### config.mk
export PLATFORM = sky130hd
export DESIGN_NAME = kernel_launcher
export DESIGN_NICKNAME = d
export VERILOG_FILES = /design/src/rtl/kernel_launcher_pkg.sv /design/src/rtl/kernel_launcher.sv
export SDC_FILE = /design/constraint.sdc
export NUM_CORES = 1
export LEC_CHECK = 0
export CORE_MARGIN = 2
export CORE_UTILIZATION = 57
export DETAILED_ROUTE_END_ITERATION = 7
export GPL_ROUTABILITY_DRIVEN = 0
export PLACE_DENSITY = 0.85
export SETUP_SLACK_MARGIN = 0.05
export SYNTH_ARGS = -nofsm -noshare
export SYNTH_HDL_FRONTEND = slang
export SYNTH_SLANG_ARGS = --single-unit
### constraint.sdc
create_clock -name clk -period 5.95 [get_ports clk]
set_clock_uncertainty 0.05 [all_clocks]
set_input_delay 1.785 -clock clk [delete_from_list [all_inputs] [get_ports clk]]
set_output_delay 1.785 -clock clk [all_outputs]
set_load 0.01 [all_outputs]
### src/rtl/kernel_launcher_pkg.sv
// Shared GPU defines: host register map, STATUS bit layout and launcher state encoding.
package kernel_launcher_pkg;

    localparam logic [2:0] ADDR_CTRL            = 3'd0;
    localparam logic [2:0] ADDR_STATUS          = 3'd1;
    localparam logic [2:0] ADDR_BASE_INSTR      = 3'd2;
    localparam logic [2:0] ADDR_BASE_DATA       = 3'd3;
    localparam logic [2:0] ADDR_NUM_BLOCKS      = 3'd4;
    localparam logic [2:0] ADDR_WARPS_PER_BLOCK = 3'd5;
    localparam logic [2:0] ADDR_CYCLES          = 3'd6;
    localparam logic [2:0] ADDR_TIMEOUT         = 3'd7;

    localparam int CTRL_START_BIT   = 0;
    localparam int CTRL_ABORT_BIT   = 1;
    localparam int CTRL_IRQ_CLR_BIT = 2;

    localparam int STAT_BUSY_BIT    = 0;
    localparam int STAT_DONE_BIT    = 1;
    localparam int STAT_TIMEOUT_BIT = 2;
    localparam int STAT_ABORTED_BIT = 3;

    typedef enum logic [2:0] {
        ST_IDLE    = 3'd0,
        ST_GPU_RST = 3'd1,
        ST_START   = 3'd2,
        ST_RUN     = 3'd3,
        ST_DONE    = 3'd4,
        ST_TIMEOUT = 3'd5
    } launch_state_t;

    function automatic logic [31:0] sat_inc(input logic [31:0] value);
        return (value == 32'hFFFF_FFFF) ? value : value + 32'd1;
    endfunction

endpackage

### src/rtl/kernel_launcher.sv
// Host-programmed GPU kernel launcher: register file, launch sequencing FSM,
// run-cycle counter with optional timeout, and sticky completion interrupt.
//
// state   | meaning
// IDLE    | no launch pending, waiting for CTRL.start
// GPU_RST | gpu_reset held high before the launch
// START   | one-cycle execution_start strobe
// RUN     | kernel executing, CYCLES counting
// DONE    | kernel reported execution_done
// TIMEOUT | CYCLES reached TIMEOUT, GPU being reset
module kernel_launcher
    import kernel_launcher_pkg::*;
#(
    parameter int unsigned GPU_RESET_CYCLES = 4,
    parameter logic [31:0] DEFAULT_TIMEOUT  = 32'd0
) (
    input  logic        clk,
    input  logic        reset,
    input  logic        cfg_wr_en,
    input  logic        cfg_rd_en,
    input  logic [2:0]  cfg_addr,
    input  logic [31:0] cfg_wdata,
    output logic [31:0] cfg_rdata,
    output logic        cfg_rd_valid,
    output logic [31:0] base_instr,
    output logic [31:0] base_data,
    output logic [31:0] num_blocks,
    output logic [31:0] warps_per_block,
    output logic        execution_start,
    output logic        gpu_reset,
    input  logic        execution_done,
    output logic        irq
);

    localparam logic [7:0] RST_LOAD = 8'(GPU_RESET_CYCLES);

    launch_state_t state, state_next;
    logic [7:0]    rst_cnt;
    logic [31:0]   cycles_reg, timeout_reg, cycles_inc, status, rd_mux;
    logic          done_flag, timeout_flag, aborted_flag;
    logic          busy, ctrl_wr, start_req, abort_req, irq_clr_req, timeout_hit;
    logic          pulse_load, launch, enter_done, enter_timeout;

    assign busy        = (state == ST_GPU_RST) || (state == ST_START) || (state == ST_RUN);
    assign ctrl_wr     = cfg_wr_en && (cfg_addr == ADDR_CTRL);
    assign abort_req   = ctrl_wr && cfg_wdata[CTRL_ABORT_BIT];
    assign start_req   = ctrl_wr && cfg_wdata[CTRL_START_BIT] && !cfg_wdata[CTRL_ABORT_BIT];
    assign irq_clr_req = ctrl_wr && cfg_wdata[CTRL_IRQ_CLR_BIT];
    assign cycles_inc  = sat_inc(cycles_reg);
    // The current RUN cycle is counted before comparing, so CYCLES reads back equal to TIMEOUT.
    assign timeout_hit = (timeout_reg != 32'd0) && (cycles_inc == timeout_reg);

    assign execution_start = (state == ST_START);
    assign gpu_reset       = reset || (rst_cnt != 8'd0);

    always_comb begin
        status = 32'd0;
        status[STAT_BUSY_BIT]    = busy;
        status[STAT_DONE_BIT]    = done_flag;
        status[STAT_TIMEOUT_BIT] = timeout_flag;
        status[STAT_ABORTED_BIT] = aborted_flag;
    end

    always_comb begin
        state_next    = state;
        pulse_load    = 1'b0;
        launch        = 1'b0;
        enter_done    = 1'b0;
        enter_timeout = 1'b0;
        case (state)
            ST_IDLE, ST_DONE, ST_TIMEOUT: begin
                if (start_req) begin
                    state_next = ST_GPU_RST;
                    pulse_load = 1'b1;
                    launch     = 1'b1;
                end
            end
            ST_GPU_RST: begin
                if (abort_req) begin
                    state_next = ST_IDLE;
                    pulse_load = 1'b1;
                end else if (rst_cnt <= 8'd1) begin
                    state_next = ST_START;
                end
            end
            ST_START: begin
                if (abort_req) begin
                    state_next = ST_IDLE;
                    pulse_load = 1'b1;
                end else begin
                    state_next = ST_RUN;
                end
            end
            ST_RUN: begin
                if (abort_req) begin
                    state_next = ST_IDLE;
                    pulse_load = 1'b1;
                end else if (execution_done) begin
                    state_next = ST_DONE;
                    enter_done = 1'b1;
                end else if (timeout_hit) begin
                    state_next    = ST_TIMEOUT;
                    enter_timeout = 1'b1;
                    pulse_load    = 1'b1;
                end
            end
            default: state_next = ST_IDLE;
        endcase
    end

    always_comb begin
        rd_mux = 32'd0;
        case (cfg_addr)
            ADDR_STATUS:          rd_mux = status;
            ADDR_BASE_INSTR:      rd_mux = base_instr;
            ADDR_BASE_DATA:       rd_mux = base_data;
            ADDR_NUM_BLOCKS:      rd_mux = num_blocks;
            ADDR_WARPS_PER_BLOCK: rd_mux = warps_per_block;
            ADDR_CYCLES:          rd_mux = cycles_reg;
            ADDR_TIMEOUT:         rd_mux = timeout_reg;
            default:              rd_mux = 32'd0;
        endcase
    end

    always_ff @(posedge clk) begin
        if (reset) begin
            state           <= ST_IDLE;
            rst_cnt         <= RST_LOAD;
            cycles_reg      <= 32'd0;
            timeout_reg     <= DEFAULT_TIMEOUT;
            base_instr      <= 32'd0;
            base_data       <= 32'd0;
            num_blocks      <= 32'd0;
            warps_per_block <= 32'd0;
            done_flag       <= 1'b0;
            timeout_flag    <= 1'b0;
            aborted_flag    <= 1'b0;
            irq             <= 1'b0;
            cfg_rdata       <= 32'd0;
            cfg_rd_valid    <= 1'b0;
        end else begin
            state <= state_next;

            if (pulse_load)
                rst_cnt <= RST_LOAD;
            else if (rst_cnt != 8'd0)
                rst_cnt <= rst_cnt - 8'd1;

            if (launch)
                cycles_reg <= 32'd0;
            else if (state == ST_RUN)
                cycles_reg <= cycles_inc;

            if (launch) begin
                done_flag    <= 1'b0;
                timeout_flag <= 1'b0;
                aborted_flag <= 1'b0;
            end else begin
                if (enter_done)
                    done_flag <= 1'b1;
                if (enter_timeout)
                    timeout_flag <= 1'b1;
                if (busy && abort_req)
                    aborted_flag <= 1'b1;
            end

            if (enter_done || enter_timeout)
                irq <= 1'b1;
            else if (irq_clr_req)
                irq <= 1'b0;

            if (cfg_wr_en && !busy) begin
                case (cfg_addr)
                    ADDR_BASE_INSTR:      base_instr      <= cfg_wdata;
                    ADDR_BASE_DATA:       base_data       <= cfg_wdata;
                    ADDR_NUM_BLOCKS:      num_blocks      <= cfg_wdata;
                    ADDR_WARPS_PER_BLOCK: warps_per_block <= cfg_wdata;
                    ADDR_TIMEOUT:         timeout_reg     <= cfg_wdata;
                    default: ;
                endcase
            end

            cfg_rd_valid <= cfg_rd_en;
            if (cfg_rd_en)
                cfg_rdata <= rd_mux;
        end
    end

endmodule
==> results of run 1 <==
## through the flow
stage,area [sq um],hold WS [ns],utilization (%),power (uW)
after floorplan,11500,0.386,-,2090
after global placement,13600,0.408,67.6,2310
after detailed placement,13600,0.415,67.6,2330
after CTS,14300,0.424,71.6,3820
after global routing,14300,0.431,71.6,3960
final,14300,0.427,71.6,3840
## power breakdown
part / internal [uW] / leakage [uW] / switching (uW)
logic: 228 / 0.00239 / 327
registers: 1670 / 0.00194 / 78.5
clock network: 902 / 0.000394 / 628
## worst max-delay path, stage by stage, from the launching register on
cell and delay, ns:
dfxtp_1 0.34, nor3_1 0.42, nand2_1 0.17, nor4_1 0.75
nand2b_1 0.18, clkdlybuf4s50_1 0.54
## layer usage
| layer | share of wire, % | wire length [um] |
|---|---|---|
| met5 | 0 | 0 |
| met1 | 38 | 15300 |
| met3 | 13 | 5160 |
| met2 | 45 | 18400 |
| met4 | 4.3 | 1770 |
## kinds of logic after synthesis
family                     Yosys count  synth area share [%]
muxes                               11                  1.11
buffers and inverters              139                  5.01
DFF                                240                  41.6
xor gates and xnor gates            59                  4.48
adders and majority gates            3                 0.325
AOI/OAI and AO/OA                  411                  21.4
and+or+nand+nor                    649                  26.0
## synth_stat cells, drive strengths merged (3+ instances only)
cell type,instances,share of area [%]
nand2,383,12
dfxtp,240,42
a21oi,217,9.4
nor2,101,3.4
clkbuf,99,3.2
a22oi,89,5.8
a31oi,40,2.2
xnor2,33,2.5
buf,29,1.4
nand4,26,1.9
xor2,26,2.0
nand3,24,1.1
o21ai,23,1.0
nor4,20,1.5
and3,19,1.0
nor3,19,0.87
or3,13,0.71
inv,11,0.36
nor2b,8,0.43
o211ai,7,0.46
and2,6,0.33
and4,6,0.47
mux2i,6,0.52
nand2b,5,0.27
a21o,4,0.26
mux2,4,0.39
o22ai,4,0.22
or4,4,0.29
a32oi,3,0.23
ha,3,0.33
nor3b,3,0.20
o221ai,3,0.23
## how the worst max path moves through the flow
stage,from,end,slack (ns),depth (start not counted)
finish,rst_cnt[2],gpu_reset,1.19,5
global route,rst_cnt[2],gpu_reset,0.98,5
detailed placement,cfg_addr[0],timeout_reg[8],1.29,5
global placement,cfg_addr[2],num_blocks[28],1.45,7
floorplan,reset,gpu_reset,1.64,3
CTS,rst_cnt[2],gpu_reset,1.19,5
## final cells by class
cell class	instances	area (sq um)
inverters	11	41.3
multi-input cells	1133	6160
repair buffers	226	2210
clock buffers	40	752
fillers	1594	5690
clock inverters	4	45.0
flip-flops and latches	240	4800
well taps	270	338
==> impl_metrics.toml, run 1 <==
[outcome]
status = "finished, violations left"
violations = "DRC"

[cts]
clock_latency_ns = 0.53
cts_hold_buf = 0
post_cts.repair.setup_buffers = 0
cts.repair.resized = 0
numCtsBuffers = 25
cts_buffer_depth = 3
cts.clk_slew.worst_paths_ns = 0.06
tritoncts = "yes"
htreeDepth = 1
clock_sinks = 240
cts_root_buffer = "clkbuf_16"

[critical_path]
reg2reg_depth = 9
endpoint_kind = "output port"
critPathLaunchType = "flip-flop"
cp_max_fo = 6
arrival_ns = 2.92
reg2reg_to = "rst_cnt[5]"
r2r-start = "cycles_reg[25]"
worstSetupPathType = "flip-flop to output port"
crit_required_ns = 4.12
r2r_slack_ns = 1.58

[synth]
yosysSeqAreaShare_pct = 41.6
synthCells = 1512
synth_seq_cells = 240
synth_edf_count = 0
syn_area_sq_um = 11500
yosysWarnings = 0
synth_ff_type = "dfxtp_1"
synth_cell_types = 70
synth_area_per_cell_sq_um = 7.63
syn_nets = 1555
synthArstFlopShare_pct = 0

[timing]
hold_violations = 0
fmax_mhz = 210
max_slew_margin_pct = 4.65
worst_pin_slew_ns = 1.43
drv_slew = 0
rsz0062_at_grt = "no"
post-route-period-util_pct = 80.0
setup_violations = 0
setup_slack_ns = 1.19
period_minus_slack_ns = 4.76
tns_ns = 0

[floorplanning]
die_w_um = 146
ios = 204
dieArea_sq_um = 21400
start_util_pct = 57.6
design.core.area_sq_um = 20000
fp-row-count = 52
die_y_um = 146

[detailed_routing]
drc = 1
antenna_left = 0
vias_per_cell = 6.49
vias = 12500
wl_um = 40600
wl_per_cell_um = 21.1
first_pass_iters = 8
initialDrtViolationCount = 1682

[final_layout]
instances_no_fill = 1924
final_nets = 1680
drive_gt1_share_pct = 5.08
diodes = 0
area_growth_pct = 24.4
layout.cells.most_common_list = "nand2_1, dfxtp_1, a21oi_1"
final_common_cell = "nand2_1"

[global_routing]
grt_busiest_layer = "met2"
met2_usage_pct = 56.4
grt_pass1_vias = 11600
grt_start_max_net_pins = 104
grtUsageTotal_pct = 36.1
grt_pass1_wl_um = 62600
grt_util_met1_pct = 48.6
grtUsageMet3_pct = 6.91
antenna_found_initial = 0
grt_overflow = 0

[placement]
dp_cells = 1880
pre_cts_ws_ns = 1.29
port_buffers = 203
dp_hpwl_um = 27200

[hold_path]
hp-class = "flip-flop to flip-flop"
hold_path.startpoint = "base_data[17]"
holdPathEnd = "base_data[17]"
holdPathStages = 2

[power]
power.density_nw_per_um2 = 268
power.leakage_uw = 0.00472
ir_drop_v = 0.000221

[job]
max-cap-violations = 0
No activity file was read; power rests on OpenSTA's default activity.
==> run 2: changes to the inputs <==
CORE_UTILIZATION = 53   (was 57)
PLACE_DENSITY = 0.8   (was 0.85)
clock period = 4.85 ns   (was 5.95 ns; I/O delays follow)
==> impl_metrics.toml, run 2 (synthesis gave the netlist of run 1 again) <==
[outcome]
status = "completed"

[critical_path]
startpoint = "cycles_reg[25]"
r2r_slack_ns = 0.73
r2r-start = "cycles_reg[25]"
critPathCapture = "irq"
cp_max_fo = 12
reg2reg_depth = 9
critPathLaunchType = "flip-flop"
crit_required_ns = 5.23
worstSetupPathType = "flip-flop to flip-flop"
endpoint_kind = "flip-flop"
arrival_ns = 4.50
reg2reg_to = "irq"

[detailed_routing]
drc = 0
antenna_left = 0
vias = 12400
wl_per_cell_um = 21.4
initialDrtViolationCount = 1635
first_pass_iters = 8
vias_per_cell = 6.40
wl_um = 41500

[global_routing]
grtUsageTotal_pct = 35.7
grt_start_max_net_pins = 92
grt_pass1_wl_um = 64400
grt_overflow = 0
grt_pass1_vias = 11700
antenna_found_initial = 0

[final_layout]
fillCellCount = 1740
final_common_cell = "nand2_1"
layout.cells.most_common_list = "nand2_1, dfxtp_1, a21oi_1"
regArea_sq_um = 4800
final_nets = 1690
diodes = 0
area_growth_pct = 26.2
final_util_pct = 68.6
instances_no_fill = 1938
drive_gt1_share_pct = 5.89
multi_input_area_sq_um = 6160

[floorplanning]
dieArea_sq_um = 23000
fp-row-count = 53
die_w_um = 152
design.core.area_sq_um = 21200
start_util_pct = 54.4
die_y_um = 152
ios = 204

[placement]
dp_cells = 1896
pre_cts_ws_ns = 0.886
port_buffers = 203
dp_hpwl_um = 28400

[cts]
htreeDepth = 1
cts_hold_buf = 0
numCtsBuffers = 24
post_cts.repair.setup_buffers = 0
clock_latency_ns = 0.52
cts.clk_slew.worst_paths_ns = 0.07
cts.repair.resized = 0
tritoncts = "yes"
clock_sinks = 240
cts_buffer_depth = 3
cts_root_buffer = "clkbuf_16"

[timing]
drv_slew = 0
worst_pin_slew_ns = 0.963
setup_violations = 0
post-route-period-util_pct = 85.0
hold_violations = 0
period_minus_slack_ns = 4.12
tns_ns = 0
max_slew_margin_pct = 35.8
fmax_mhz = 243
setup_slack_ns = 0.730
rsz0062_at_grt = "no"

[power]
power.leakage_uw = 0.00483
ir_drop_v = 0.000225
power.density_nw_per_um2 = 335
power.total_uw = 4880

[hold_path]
hp-class = "flip-flop to flip-flop"
holdPathStages = 2

[job]
max-cap-violations = 0
==> run 2: changes by cell type in the layout (fill, tap and decap cells not counted), sizes merged <==
| cell | delta |
|---|---|
| clkinvlp | +1 |
| clkbuf | -5 |
| clkinv | -1 |
| buf | +11 |
| bufinv | +3 |
==> run 2: worst min path at each step <==
stage	from	to	slack, ns
5_1_grt	num_blocks[22]	num_blocks[22]	0.44
2_1_floorplan	aborted_flag	aborted_flag	0.39
3_3_place_gp	base_instr[14]	base_instr[14]	0.41
3_5_place_dp	done_flag	done_flag	0.41
6_report	base_data[31]	base_data[31]	0.42
4_1_cts	base_data[31]	base_data[31]	0.42
==> run 2: critical path, cell delays in order, from the launching register on <==
cell and delay, ns:
dfxtp_1 0.66, nand4_1 0.34, nor2_1 0.80, or4_1 0.22, o211ai_1 0.09, a2111o_1 0.41
or4_4 0.53, nor4_4 0.48, nand4_1 0.24, a31oi_1 0.22
==> run 2: report_power, final <==
group	switching, uW	leakage, uW	internal (uW)	total [uW]
combinational	415	0.00246	292	707
sequential	94.2	0.00194	2050	2150
clock	771	0.000426	1260	2030
==> run 2: metrics by stage <==
| stage | area, sq um | hold slack (ns) |
|---|---|---|
| finish | 14600 | 0.421 |
| global route | 14600 | 0.436 |
| CTS | 14600 | 0.422 |
| detailed placement | 13700 | 0.410 |
| global placement | 13700 | 0.406 |
| floorplan | 11500 | 0.386 |
==> run 2: cell type report <==
class | instances | area share, %
flip-flops and latches | 240 | 33.0
clock buffers | 35 | 5.04
inverters | 11 | 0.284
clock inverters | 7 | 0.945
multi-input cells | 1133 | 42.3
repair buffers | 237 | 16.1
well taps | 275 | 2.36
==> run 2: metal layers <==
metal  vias up  GRT usage (%)  routed length (um)
met5         -              0                   0
met4         0           14.6                1890
met3       155           6.26                5020
met2       831           54.5               18200
met1      5864           50.1               16400
li1       5559              -                   -
==> run 3: changes to the inputs <==
CORE_UTILIZATION = 48   (was 53)
PLACE_DENSITY = 0.77   (was 0.8)
clock period = 3.6 ns   (was 4.85 ns; I/O delays follow)
==> impl_metrics.toml, run 3 (synthesis gave the netlist of run 1 again) <==
[cts]
cts_buffer_depth = 3
cts_hold_buf = 0
cts.repair.resized = 0
clock_latency_ns = 0.53
clock_sinks = 240
cts_root_buffer = "clkbuf_16"
tritoncts = "yes"
post_cts.repair.setup_buffers = 0
cts.clk_slew.worst_paths_ns = 0.06
numCtsBuffers = 24
htreeDepth = 1

[floorplanning]
ios = 204
start_util_pct = 49.0
die_y_um = 159
dieArea_sq_um = 25300
die_w_um = 159
fp-row-count = 56
design.core.area_sq_um = 23500

[power]
power.leakage_uw = 0.00504
ir_drop_v = 0.000328
power.density_nw_per_um2 = 426

[final_layout]
diodes = 0
fillCellCount = 2070
drive_gt1_share_pct = 8.52
layout.cells.most_common_list = "nand2_1, dfxtp_1, a21oi_1"
area_growth_pct = 29.9
stdcell_area_sq_um = 15000
final_nets = 1729
multi_input_area_sq_um = 6190
final_common_cell = "nand2_1"
regArea_sq_um = 4810

[placement]
dp_hpwl_um = 29200
placed_area_sq_um = 14200
port_buffers = 203

[detailed_routing]
drc = 0
wl_um = 42100
antenna_left = 0
first_pass_iters = 6
vias = 12400
initialDrtViolationCount = 1660
vias_per_cell = 6.13
wl_per_cell_um = 20.8

[global_routing]
grtUsageTotal_pct = 31.9
antenna_found_initial = 0
grt_pass1_vias = 11800
grt_start_max_net_pins = 100
grt_overflow = 0
grt_pass1_wl_um = 65900

[outcome]
status = "completed"

[hold_path]
holdPathStages = 2
hp-class = "flip-flop to flip-flop"

[timing]
setup_violations = 0
period_minus_slack_ns = 3.41
hold_violations = 0
post-route-period-util_pct = 94.7
rsz0062_at_grt = "yes"
tns_ns = 0
fmax_mhz = 293
worst_pin_slew_ns = 1.32
drv_slew = 0
max_slew_margin_pct = 11.9

[critical_path]
reg2reg_depth = 10
critPathLaunchType = "flip-flop"
endpoint_kind = "output port"
worstSetupPathType = "flip-flop to output port"
cp_max_fo = 5
arrival_ns = 2.28
crit_required_ns = 2.47

[job]
max-cap-violations = 0
run 3: path summary, 6_finish.rpt:
path                   from       endpoint  slack, ns
max              rst_cnt[0]      gpu_reset       0.19
min           num_blocks[7]  num_blocks[7]       0.42
max reg2reg  cycles_reg[27]     rst_cnt[6]       0.23
min reg2reg   num_blocks[7]  num_blocks[7]       0.42
run 3: final cells by class:
type                       count  share of cell area (%)
clock buffer                  33                    4.78
inverter                      11                   0.276
sequential                   240                    32.1
timing repair buffer         276                    18.4
tap                          319                    2.66
clock inverter                 9                   0.484
multi-input combinational   1133                    41.3
run 3: stage by stage:
step	utilization (%)	setup slack, ns	power, uW	std cells	hold slack (ns)
3_5_place_dp	60.2	0.172	3910	1979	0.413
5_1_grt	63.7	0.0580	6600	2021	0.447
3_3_place_gp	60.2	0.258	3890	1979	0.407
2_1_floorplan	-	0.330	3460	1512	0.386
4_1_cts	63.5	0.0663	6390	2021	0.423
6_report	63.7	0.191	6390	2021	0.422
run 3: power breakdown:
part	internal (uW)	switching (uW)	total [uW]
Clock	1450	1050	2500
Combinational	419	570	989
Sequential	2770	129	2900
Total	4640	1750	6390
run 3: per-layer routing:
metal / global-route usage (%) / routed length, um / part of all wire, % / up-vias
met5: 0 / 0 / 0 / -
met4: 12.8 / 1590 / 3.8 / 0
met3: 5.65 / 4870 / 12 / 132
met2: 49.8 / 18700 / 44 / 803
met1: 43.9 / 16900 / 40 / 5819
li1: - / - / - / 5633
run 3: critical path, stage by stage (launching register included):
cell and delay [ns]:
dfxtp_1 0.35, inv_1 0.11, ha_1 0.25, nand2_1 0.15
nor4_2 0.24, nand2b_1 0.13, clkdlybuf4s50_1 0.52
